### src/rtl/seg7_pkg.sv
// Shared 7-segment items: digit glyphs (bit 0 = segment a ... bit 6 = segment g)
// and the collector FSM state encoding.
package seg7_pkg;

  localparam int unsigned SEG_W = 7;

  localparam logic [0:6] SEG_0   = 7'b1111110;
  localparam logic [0:6] SEG_1   = 7'b0110000;
  localparam logic [0:6] SEG_2   = 7'b1101101;
  localparam logic [0:6] SEG_3   = 7'b1111001;
  localparam logic [0:6] SEG_4   = 7'b0110011;
  localparam logic [0:6] SEG_5   = 7'b1011011;
  localparam logic [0:6] SEG_6   = 7'b1011111;
  localparam logic [0:6] SEG_7   = 7'b1110000;
  localparam logic [0:6] SEG_ERR = 7'b1001111;

  typedef enum logic {
    COLLECT = 1'b0,
    HOLD    = 1'b1
  } state_t;

endpackage

### src/rtl/seg7_pattern_decode.sv
// Combinational 7-segment pattern to octal value decoder.
// Ports: seg [0:6] pattern in; value [2:0] decoded digit (0 on miss);
//        hit = 1 when seg is one of the eight digit glyphs.
module seg7_pattern_decode
  import seg7_pkg::*;
(
  input  logic [0:6] seg,
  output logic [2:0] value,
  output logic       hit
);

  always_comb begin
    value = 3'd0;
    hit   = 1'b1;
    case (seg)
      SEG_0:   value = 3'd0;
      SEG_1:   value = 3'd1;
      SEG_2:   value = 3'd2;
      SEG_3:   value = 3'd3;
      SEG_4:   value = 3'd4;
      SEG_5:   value = 3'd5;
      SEG_6:   value = 3'd6;
      SEG_7:   value = 3'd7;
      default: hit   = 1'b0;
    endcase
  end

endmodule

### src/rtl/seg7_digit_collector.sv
// Collects DIGITS 7-segment patterns (MSD first) into one packed octal word.
// Ports: clk, rst_n (sync, active-low); in_seg/in_valid/in_ready digit input;
//        out_data (3*DIGITS, first digit on top), out_err, out_valid/out_ready.
module seg7_digit_collector
  import seg7_pkg::*;
#(
  parameter int unsigned DIGITS = 4
) (
  input  logic              clk,
  input  logic              rst_n,
  input  logic [0:6]        in_seg,
  input  logic              in_valid,
  output logic              in_ready,
  output logic [3*DIGITS-1:0] out_data,
  output logic              out_err,
  output logic              out_valid,
  input  logic              out_ready
);

  localparam int unsigned W  = 3 * DIGITS;
  localparam int unsigned CW = (DIGITS > 1) ? $clog2(DIGITS) : 1;
  localparam logic [CW-1:0] LAST_CNT = CW'(DIGITS - 1);

  state_t        state;
  logic [CW-1:0] digit_cnt;
  logic [W-1:0]  shift_reg;
  logic          err_acc;

  logic [2:0]    dec_value;
  logic          dec_hit;
  logic          accept;
  logic [W-1:0]  shifted;

  seg7_pattern_decode u_decode (
    .seg   (in_seg),
    .value (dec_value),
    .hit   (dec_hit)
  );

  // in_ready is a registered copy of (state == COLLECT), so no input-to-output path
  assign accept  = in_valid && in_ready;
  // Dropping the top 3 bits of the concatenation also works for DIGITS == 1
  assign shifted = W'({shift_reg, dec_value});

  // FSM, digit counter, shift register and registered outputs
  always_ff @(posedge clk) begin
    if (!rst_n) begin
      state     <= COLLECT;
      digit_cnt <= '0;
      shift_reg <= '0;
      err_acc   <= 1'b0;
      out_data  <= '0;
      out_err   <= 1'b0;
      out_valid <= 1'b0;
      in_ready  <= 1'b1;
    end else begin
      case (state)
        COLLECT: begin
          if (accept) begin
            if (digit_cnt == LAST_CNT) begin
              out_data  <= shifted;
              out_err   <= err_acc | ~dec_hit;
              digit_cnt <= '0;
              err_acc   <= 1'b0;
              shift_reg <= '0;
              state     <= HOLD;
              in_ready  <= 1'b0;
              out_valid <= 1'b1;
            end else begin
              digit_cnt <= digit_cnt + CW'(1);
              shift_reg <= shifted;
              err_acc   <= err_acc | ~dec_hit;
            end
          end
        end
        HOLD: begin
          if (out_ready) begin
            state     <= COLLECT;
            in_ready  <= 1'b1;
            out_valid <= 1'b0;
          end
        end
        default: begin
          state     <= COLLECT;
          in_ready  <= 1'b1;
          out_valid <= 1'b0;
        end
      endcase
    end
  end

endmodule

### config.mk
export PLATFORM = sky130hd
export DESIGN_NAME = seg7_digit_collector
export DESIGN_NICKNAME = d
export VERILOG_FILES = /design/src/rtl/seg7_pkg.sv /design/src/rtl/seg7_pattern_decode.sv /design/src/rtl/seg7_digit_collector.sv
export SDC_FILE = /design/constraint.sdc
export NUM_CORES = 1
export LEC_CHECK = 0
export CAP_MARGIN = 20
export CORE_ASPECT_RATIO = 0.7
export CORE_MARGIN = 4
export CORE_UTILIZATION = 35
export CTS_CLUSTER_SIZE = 8
export DETAILED_ROUTE_END_ITERATION = 12
export PLACE_DENSITY_LB_ADDON = 0.05
export SYNTH_ARGS = -nofsm -noshare
export SYNTH_HDL_FRONTEND = slang
export SYNTH_HIERARCHICAL = 1
export SYNTH_SLANG_ARGS = --single-unit
### constraint.sdc
create_clock -name clk -period 1.5 [get_ports clk]
set_clock_uncertainty 0.05 [all_clocks]
set_input_delay 0.225 -clock clk [delete_from_list [all_inputs] [get_ports clk]]
set_output_delay 0.225 -clock clk [all_outputs]
set_load 0.005 [all_outputs]
==> results of run 1 <==
-- power by group --
part           internal (mW)  leakage [nW]  switching (mW)
combinational         0.0637         0.380          0.0714
sequential             0.753         0.226         0.00683
clock                  0.235        0.0288           0.223
-- area by class of cell --
cell class / count / area (um2) / share of cell area [%]
tap: 47 / 58.8 / 3.54
sequential: 28 / 562 / 33.8
timing repair buffer: 34 / 345 / 20.8
multi-input combinational: 104 / 633 / 38.1
inverter: 2 / 7.51 / 0.452
clock buffer: 4 / 55.1 / 3.31
-- cell families after synthesis --
kind of cell    count (synthesis)  synth area share, %
simple gates                   68                 32.1
flops                          28                 44.3
fa+ha+maj                       1                0.988
buf+inv                        15                 6.13
xor+xnor                        2                 1.38
compound gates                 33                 15.1
-- final timing paths --
check,endpoint,cells after the start,start
setup / recovery,in_ready,1,in_ready$_SDFFE_PN1P_
hold / removal,out_data[11]$_SDFFE_PN0P_,2,out_data[11]$_SDFFE_PN0P_
hold reg to reg,out_data[11]$_SDFFE_PN0P_,2,out_data[11]$_SDFFE_PN0P_
setup reg to reg,out_data[4]$_SDFFE_PN0P_,5,digit_cnt[0]$_SDFFE_PN0P_
-- placed cells by master (no fill, tap or decap), types with 7 or more instances in the layout --
cell,n
nand3_1,14
nand2_1,26
clkdlybuf4s50_1,18
o21ai_0,20
buf_4,7
dfxtp_1,27
nand4b_1,10
-- per-layer routing --
layer  wire length (um)  up-vias
met5                  0        -
met4                 12        0
met1               1360      517
met3                122        2
li1                   -      571
met2               1190       23
-- repair_timing --
item,CTS,global route
pin swaps,1,3
setup endpoints to repair,2,5
resized for setup,4,5
-- through the flow --
stage               total power, mW  setup WS, ns  instances
global route                   1.43        0.0196        219
CTS                            1.38       0.00382        219
finish                         1.35        0.0957        219
floorplan                     0.847         0.211        147
global placement              0.911        -0.282        215
detailed placement            0.915        -0.363        215
==> results.toml, run 1 <==
[floorplanning]
rows = 17
initial_core_util_pct = 38.4
die_h_um = 58.3
ioPinCount = 26
dieArea_mm2 = 0.00466
core_area_mm2 = 0.00330
die_x_um = 79.9

[timing]
final.period_utilization_pct = 93.6
fin_tns_setup_ns = 0
maxSlewHeadroom_pct = 81.7
hold_viol = 0
period_needed_ns = 1.40
rsz0062_at_grt = "false"
maxSlewViolCount = 0
whs_ns = 0.400
setup_violations = 0
worst-slew-pin-transition_ns = 0.275
fmax_mhz = 712

[routing]
vias = 1113
wire_per_inst_um = 12.3
wirelength_mm = 2.69
drc = 0
viasPerCell = 5.08
drt_first_iter_violations = 121
firstDrtPassIters = 4
ant_nets = 0

[place]
place_congestion = 0.673
dp.final_hpwl_mm = 1.92
portBuffers = 25
place_area_mm2 = 0.00160

[cts]
clock_path_buffers = 2
cts_max_level = 1
cts_root_buffer = "clkbuf_8"
postCtsHoldBufs = 0
cts_setup_buffers = 0
cts_sinks = 28
cts_made_buffers = 3
path_clk_slew_ns = 0.09
cts_tree = "done"
clock_latency_ns = 0.27

[global_route]
grt_max_degree = 52
use_met1_pct = 15.9
antenna_found_initial = 0
grtUsageMet3_pct = 3.36
grt_pass1_vias = 1045
gr-usage-met2_pct = 21.7
overflow = 0
gr-max-usage-layer = "met2"
grt_util_all_layers_pct = 12.5
grt_pass1_wl_mm = 4.71

[setup_path]
cp.required_ns = 1.22
cpMaxStageDelayCell = "clkdlybuf4s50_1"
worstPathCellList = "clkdlybuf4s50_1"
cp_top_family = "buffers and inverters"
arrival_ns = 1.13
setup.worst_path.class = "register to primary output"
crit_path_end_kind = "primary output"
critPathLaunchType = "register"
regToRegSetupSlack_ns = 0.18
critPathMaxFanout = 4
crit_buf_inv = 1
cp_slowest_stage_delay_ns = 0.50

[synthesis]
synthesis.area_mm2 = 0.00127
syn_nets = 159
synthDistinctLibCells = 29
yosys_warnings = 6
synth_top_cells_by_count = "dfxtp_1, nand2_1, o21ai_0"
ys_seq_area_share_pct = 44.3
synth.top_cell.area_share_pct = 44.3
yosysMostFrequentCell = "dfxtp_1"
ys_ff_latch = 28
synthFlopType = "dfxtp_1"
syn_inst = 147
yosys.area.top_type = "dfxtp_1"
post_synth.cell_area_avg_um2 = 8.61
synth_edf_count = 0
synthArstFlopShare_pct = 0
synth.top_cells.by_area = "dfxtp_1, o21ai_0, nand2_1, nand4b_1, nand3_1"

[final_layout]
post-route-util_pct = 50.4
largest_register_ffs = 12
drive_gt1_share_pct = 10.5
antenna_cells = 0
fillers = 329
area_growth_syn_to_layout_pct = 31.2
nNetsFinal = 185
final_area_mm2 = 0.00166

[power_and_ir_drop]
power.density_mw_per_mm2 = 814
leakagePower_nw = 0.634
ir_worst_vdd_mv = 0.460

[hold_path]
hp-class = "register to register"

[status]
status = "finished clean"

[flow_run]
cap_viol_max_count = 0
Note: power is estimated with default switching activity, not from simulation.
==> run 2, diff against run 1 <==
--- a/config.mk
+++ b/config.mk
@@ -6,7 +6,7 @@
 export NUM_CORES = 1
 export LEC_CHECK = 0
 export CAP_MARGIN = 20
-export CORE_ASPECT_RATIO = 0.7
+export CORE_ASPECT_RATIO = 1.5
 export CORE_MARGIN = 4
 export CORE_UTILIZATION = 35
 export CTS_CLUSTER_SIZE = 8
==> run 2 against run 1 <==
Critical path depth unchanged. Clock-buffer cell count down 1. Non-clock buffer count up 3. Final area up 2.0%. Die area about the same. Worst setup slack worse by 0.0081 ns. First-iteration DRC count down 88%. Register-to-register slack about the same. Fmax down 0.57%. Worst hold slack better by 0.0061 ns. Sequential share of layout area down 0.67 points. Critical path type unchanged.
==> results.toml, run 2 (same netlist as run 1, synthesis figures left out) <==
[timing]
rsz0062_at_grt = "false"
maxSlewViolCount = 0
final.period_utilization_pct = 94.2
worst-slew-pin-transition_ns = 0.256
setup_violations = 0
hold_viol = 0
fmax_mhz = 708
period_needed_ns = 1.41
maxSlewHeadroom_pct = 82.8
fin_tns_setup_ns = 0

[setup_path]
worstPathCellList = "clkdlybuf4s50_1"
cp_top_family = "buffers and inverters"
crit_path_end_kind = "primary output"
crit_buf_inv = 1
critPathMaxFanout = 4
critPathLaunchType = "register"
cp_slowest_stage_delay_ns = 0.50
setup.worst_path.class = "register to primary output"
cpMaxStageDelayCell = "clkdlybuf4s50_1"
arrival_ns = 1.14
cp.required_ns = 1.22

[cts]
cts_max_level = 1
cts_made_buffers = 3
cts_tree = "done"
cts_sinks = 28
path_clk_slew_ns = 0.10
clock_path_buffers = 2
clock_latency_ns = 0.28
cts_root_buffer = "clkbuf_8"

[place]
place_inst = 212
dp.final_hpwl_mm = 1.84
place_congestion = 0.842
portBuffers = 25

[power_and_ir_drop]
power.density_mw_per_mm2 = 879
p_sw_share_pct = 20.7
leakagePower_nw = 0.658
switchingPower_mw = 0.309
power_frac_clock_pct = 39.4
pwr-share-seq_pct = 51.0
intPower_mw = 1.18
p_comb_share_pct = 9.7
ir_worst_vdd_mv = 0.398
finalPower_mw = 1.49

[final_layout]
nNetsFinal = 188
layout_commonest_cell = "dfxtp_1"
final_cell_mix = "dfxtp_1, nand2_1, o21ai_0"
antenna_cells = 0
drive_gt1_share_pct = 12.6
area_growth_syn_to_layout_pct = 33.9
largest_register_ffs = 12
final_cells = 217

[routing]
wire_per_inst_um = 12.1
ant_nets = 0
top_layer = "met4"
wirelength_met1_mm = 1.21
firstDrtPassIters = 4
drc = 0
drt_first_iter_violations = 15
wirelength_mm = 2.62
vias = 1088
met3_length_um = 108
dr_wl_met2_mm = 1.24
viasPerCell = 5.01

[floorplanning]
die_x_um = 57.1
ioPinCount = 26
initial_core_util_pct = 36.7
dieArea_mm2 = 0.00466
die_h_um = 81.7
rows = 26
core_area_mm2 = 0.00345

[status]
status = "finished clean"

[flow_run]
cap_viol_max_count = 0

[global_route]
grt_pass1_wl_mm = 4.23
grt_util_all_layers_pct = 11.5
grt_pass1_vias = 978
antenna_found_initial = 0
overflow = 0
grt_max_degree = 52

[hold_path]
hp-class = "register to register"
run 2: changes by cell type in the layout (fill, tap and decap cells not counted), sizes merged:
cell	delta
buf	+3
bufinv	+1
clkbuf	-1
run 2: routing by layer:
metal  track usage, %  vias up
met5                0        -
met4             6.73        0
met3             2.36        6
met2             19.5       20
met1             13.2      485
li1                 -      577
run 2: worst paths after layout:
kind	start	end	slack [ns]	depth (start not counted)
max	in_ready$_SDFFE_PN1P_	in_ready	0.09	1
max reg2reg	digit_cnt[0]$_SDFFE_PN0P_	out_err$_SDFFE_PN0P_	0.17	5
min	out_data[1]$_SDFFE_PN0P_	out_data[1]$_SDFFE_PN0P_	0.41	2
min reg2reg	out_data[1]$_SDFFE_PN0P_	out_data[1]$_SDFFE_PN0P_	0.41	2
run 2: timing repair:
item	CTS	global route
setup buffers	0	1
gates cloned	0	0
resized for setup	4	7
hold buffers	0	0
setup endpoints to repair	1	3
pin swaps	1	4
run 2: through the flow:
step	utilization (%)	hold WS, ns	setup WS (ns)	instance area [um2]
after detailed placement	46.6	0.398	-0.345	1610
final	49.2	0.406	0.0876	1700
after global placement	46.6	0.387	-0.260	1610
after floorplan	-	0.364	0.211	1270
after global routing	49.2	0.426	0.0392	1700
after CTS	48.5	0.412	0.0314	1670
run 2: final cells by class:
cell class	count	area, um2
Clock buffer	3	41.3
Clock inverter	1	30.0
Fill cell	350	1750
Inverter	2	7.51
Multi-Input combinational cell	104	634
Sequential cell	28	562
Tap cell	42	52.6
Timing Repair Buffer	37	368
run 2: power groups by stage:
| stage | registers [mW] | clock network (mW) | logic [mW] |
|---|---|---|---|
| finish | 0.760 | 0.587 | 0.144 |
| global route | 0.762 | 0.629 | 0.159 |
| CTS | 0.760 | 0.609 | 0.141 |
| detailed placement | 0.777 | 0 | 0.145 |
| global placement | 0.777 | 0 | 0.141 |
| floorplan | 0.776 | 0 | 0.0709 |
==> variant, RTL diff (flow settings as in run 2) <==
Make the reset (`rst_n`) asynchronous in one clocked block.
--- a/src/rtl/seg7_digit_collector.sv
+++ b/src/rtl/seg7_digit_collector.sv
@@ -43,7 +43,7 @@
   assign shifted = W'({shift_reg, dec_value});
 
   // FSM, digit counter, shift register and registered outputs
-  always_ff @(posedge clk) begin
+  always_ff @(posedge clk or negedge rst_n) begin
     if (!rst_n) begin
       state     <= COLLECT;
       digit_cnt <= '0;
Formal check against the unedited RTL: differs if rst_n is asserted again (counterexample within 10 cycles, from zero or initial values and one cycle with rst_n low); with rst_n held inactive, the same outputs for 10 cycles.
==> variant against run 2 <==
Setup slack worse by 0.061 ns. Sequential cell count did not move. Area after synthesis up 10%. Final area rose by 11%. Routed wire length is 8.3% higher. Largest cell class is now sequential cells. Highest routed layer unchanged.
Power is not compared: it rests on default switching activity, and its combinational part moved more than twofold at a synthesized area within 25%.
==> variant: results (changes against run 2) <==
Status
  – Status: complete, no violations

Setup path
  – WP data arrival: 1.58 ns (+0.44 ns)
  – Crit-path slowest cell: dfstp_2
  – R2r worst-path depth: 4 (-1)
  – CP peak stage delay: 0.58 ns (+0.08 ns)
  – R2R Setup Slk: 0.03 ns (-0.14 ns)
  – Crit path max fanout: 7 (+3)
  – Delay-heaviest family, CP: flip-flops
  – Reg2reg end: out_data[10]
  – R2R Path Start: in_ready

Clocking
  – Root Buffer: clkbuf_8
  – TritonCTS Buffers: 3 (unchanged)
  – Clock Path Buffers: 2 (unchanged)
  – CTS H-tree depth: 1 (unchanged)
  – Worst-Skew Late Latency: 0.27 ns
  – Worst-path clk slew: ~0.09 ns

Logic synthesis
  – Syn_nets: 108 (-32%)
  – Post-synth cell types: 32 (+10%)
  – Ys Warns: 6 (unchanged)
  – Largest cells by area after synthesis: dfrtp_1, mux2_4, mux2_2
  – Adder-cell share of the synthesized area: 0.898% (-0.090 points)
  – Mux cell area share after synthesis: 23.7% (+24 points)
  – Async SR Flop Fraction: 100% (+100 points)
  – Post-Synth XOR/XNOR Area: 1.26% (-0.13 points)
  – Complex-gate fraction of the synthesized area: 4.94% (-10 points)
  – Synth cell count leaders: dfrtp_1, mux2_4, nor2b_1, mux2_2, nand2_1
  – Sequential fraction of the synthesis area: 50.4% (+6.1 points)
  – Syn_area_per_cell: 14.5 µm² (+69%)

Place
  – Number of port buffers: 25 (unchanged)
  – Placer Congestion: 0.678 (-20%)
  – Pre-CTS setup slack: -0.526 ns (-0.181 ns)
  – Placed insts: 173 (-18%)
  – DP HPWL: 2.07 mm (+13%)

Global route
  – First-pass GRT wire length: 4.80 mm (+13%)
  – Initial antenna violation count: 0 (unchanged)
  – Vias in the first global route: 1023 (+4.6%)
  – GRT Util Overall: 12.3% (+0.86 points)
  – Largest net degree at the start of global routing: 21 (-60%)

Layout
  – N_diodes: 0 (unchanged)
  – Share of layout cells above drive strength 1: 38.0% (+25 points)
  – Finished Layout Cells: 180 (-17%)
  – Nets@finish: 150 (-20%)
  – Commonest non-fill, non-tap cell in the layout: dfrtp_1
  – Max FFs per register: 12 (unchanged)

Timing
  – Final hold slack: 0.218 ns (-0.188 ns)
  – Fin. Hold Viols: 0 (unchanged)
  – Slew of the pin with the lowest slew margin: 0.324 ns (+0.0678 ns)

Routing
  – Overall routed net length: 2.84 mm (+8.3%)
  – Router iterations before antenna repair: 3 (-1)
  – Number of DRC markers in iteration 0: 19 (+4)
  – Routed vias/inst: 5.14 (+2.6%)
  – DR DRC count: 0 (unchanged)

Power
  – Peak supply drop: 0.629 mV
  – Pleak: 0.000932 µW

Min path
  – Type of the worst min-delay path: primary input to async pin
==> variant: cell count changes in the layout (fill, tap and decap cells not counted), moves of 14 or more <==
cell	change
nand3_1	-14
nand2_1	-23
dfrtp_1	+27
dfxtp_1	-27
o21ai_0	-19
mux2_4	+16
==> variant: power breakdown <==
group / leakage, µW / switching (µW) / total, µW / internal, µW
clock network: 0.0000228 / 217 / 407 / 190
registers: 0.000371 / 120 / 1070 / 946
logic: 0.000538 / 349 / 979 / 630
==> variant: cell type report <==
| cell class | count | area, µm² |
|---|---|---|
| Tap cell | 43 | 53.8 |
| Sequential cell | 28 | 702 |
| Timing Repair Buffer | 40 | 403 |
| Multi-Input combinational cell | 63 | 674 |
| Fill cell | 343 | 1860 |
| Clock buffer | 4 | 45.0 |
| Inverter | 2 | 7.51 |
==> variant: worst max-delay path by stage <==
stage,start,endpoint,cells past startpoint,slack [ns]
global placement,in_seg[5],err_acc,6,-0.46
floorplan,in_ready,digit_cnt[0],3,0.09
global route,in_ready,out_data[10],4,-0.03
CTS,in_ready,out_data[10],5,0.001
finish,in_ready,out_data[10],4,0.03
detailed placement,in_seg[5],err_acc,6,-0.53
==> variant: logic make-up after synthesis <==
group,after synthesis
buf+inv,5
simple gates,28
xor+xnor,2
fa+ha+maj,1
mux,24
flops,28
compound gates,8
==> variant: repair_timing <==
item	4_1_cts	5_1_grt
pin swaps	2	4
setup endpoints to repair	7	15
buffers inserted	3	0
gates cloned	0	1
resized for setup	13	1
==> variant: worst reg2reg max path, stage by stage (launching register included) <==
cell	delay (ns)
dfstp_2	0.58
buf_6	0.11
nand4b_4	0.14
buf_12	0.19
mux2_4	0.30
==> variant: metal layers <==
metal	global-route usage (%)	vias to the layer above	wire length (µm)
li1	-	431	-
met3	1.52	2	107
met5	0	-	0
met4	5.44	0	27
met2	22.2	16	1590
met1	14.0	477	1110
==> variant: stage by stage <==
stage	setup TNS, ns	cell area [µm²]
floorplan	0	1390
global placement	-4.57	1770
detailed placement	-4.77	1770
CTS	0	1870
global route	-0.145	1890
finish	0	1890
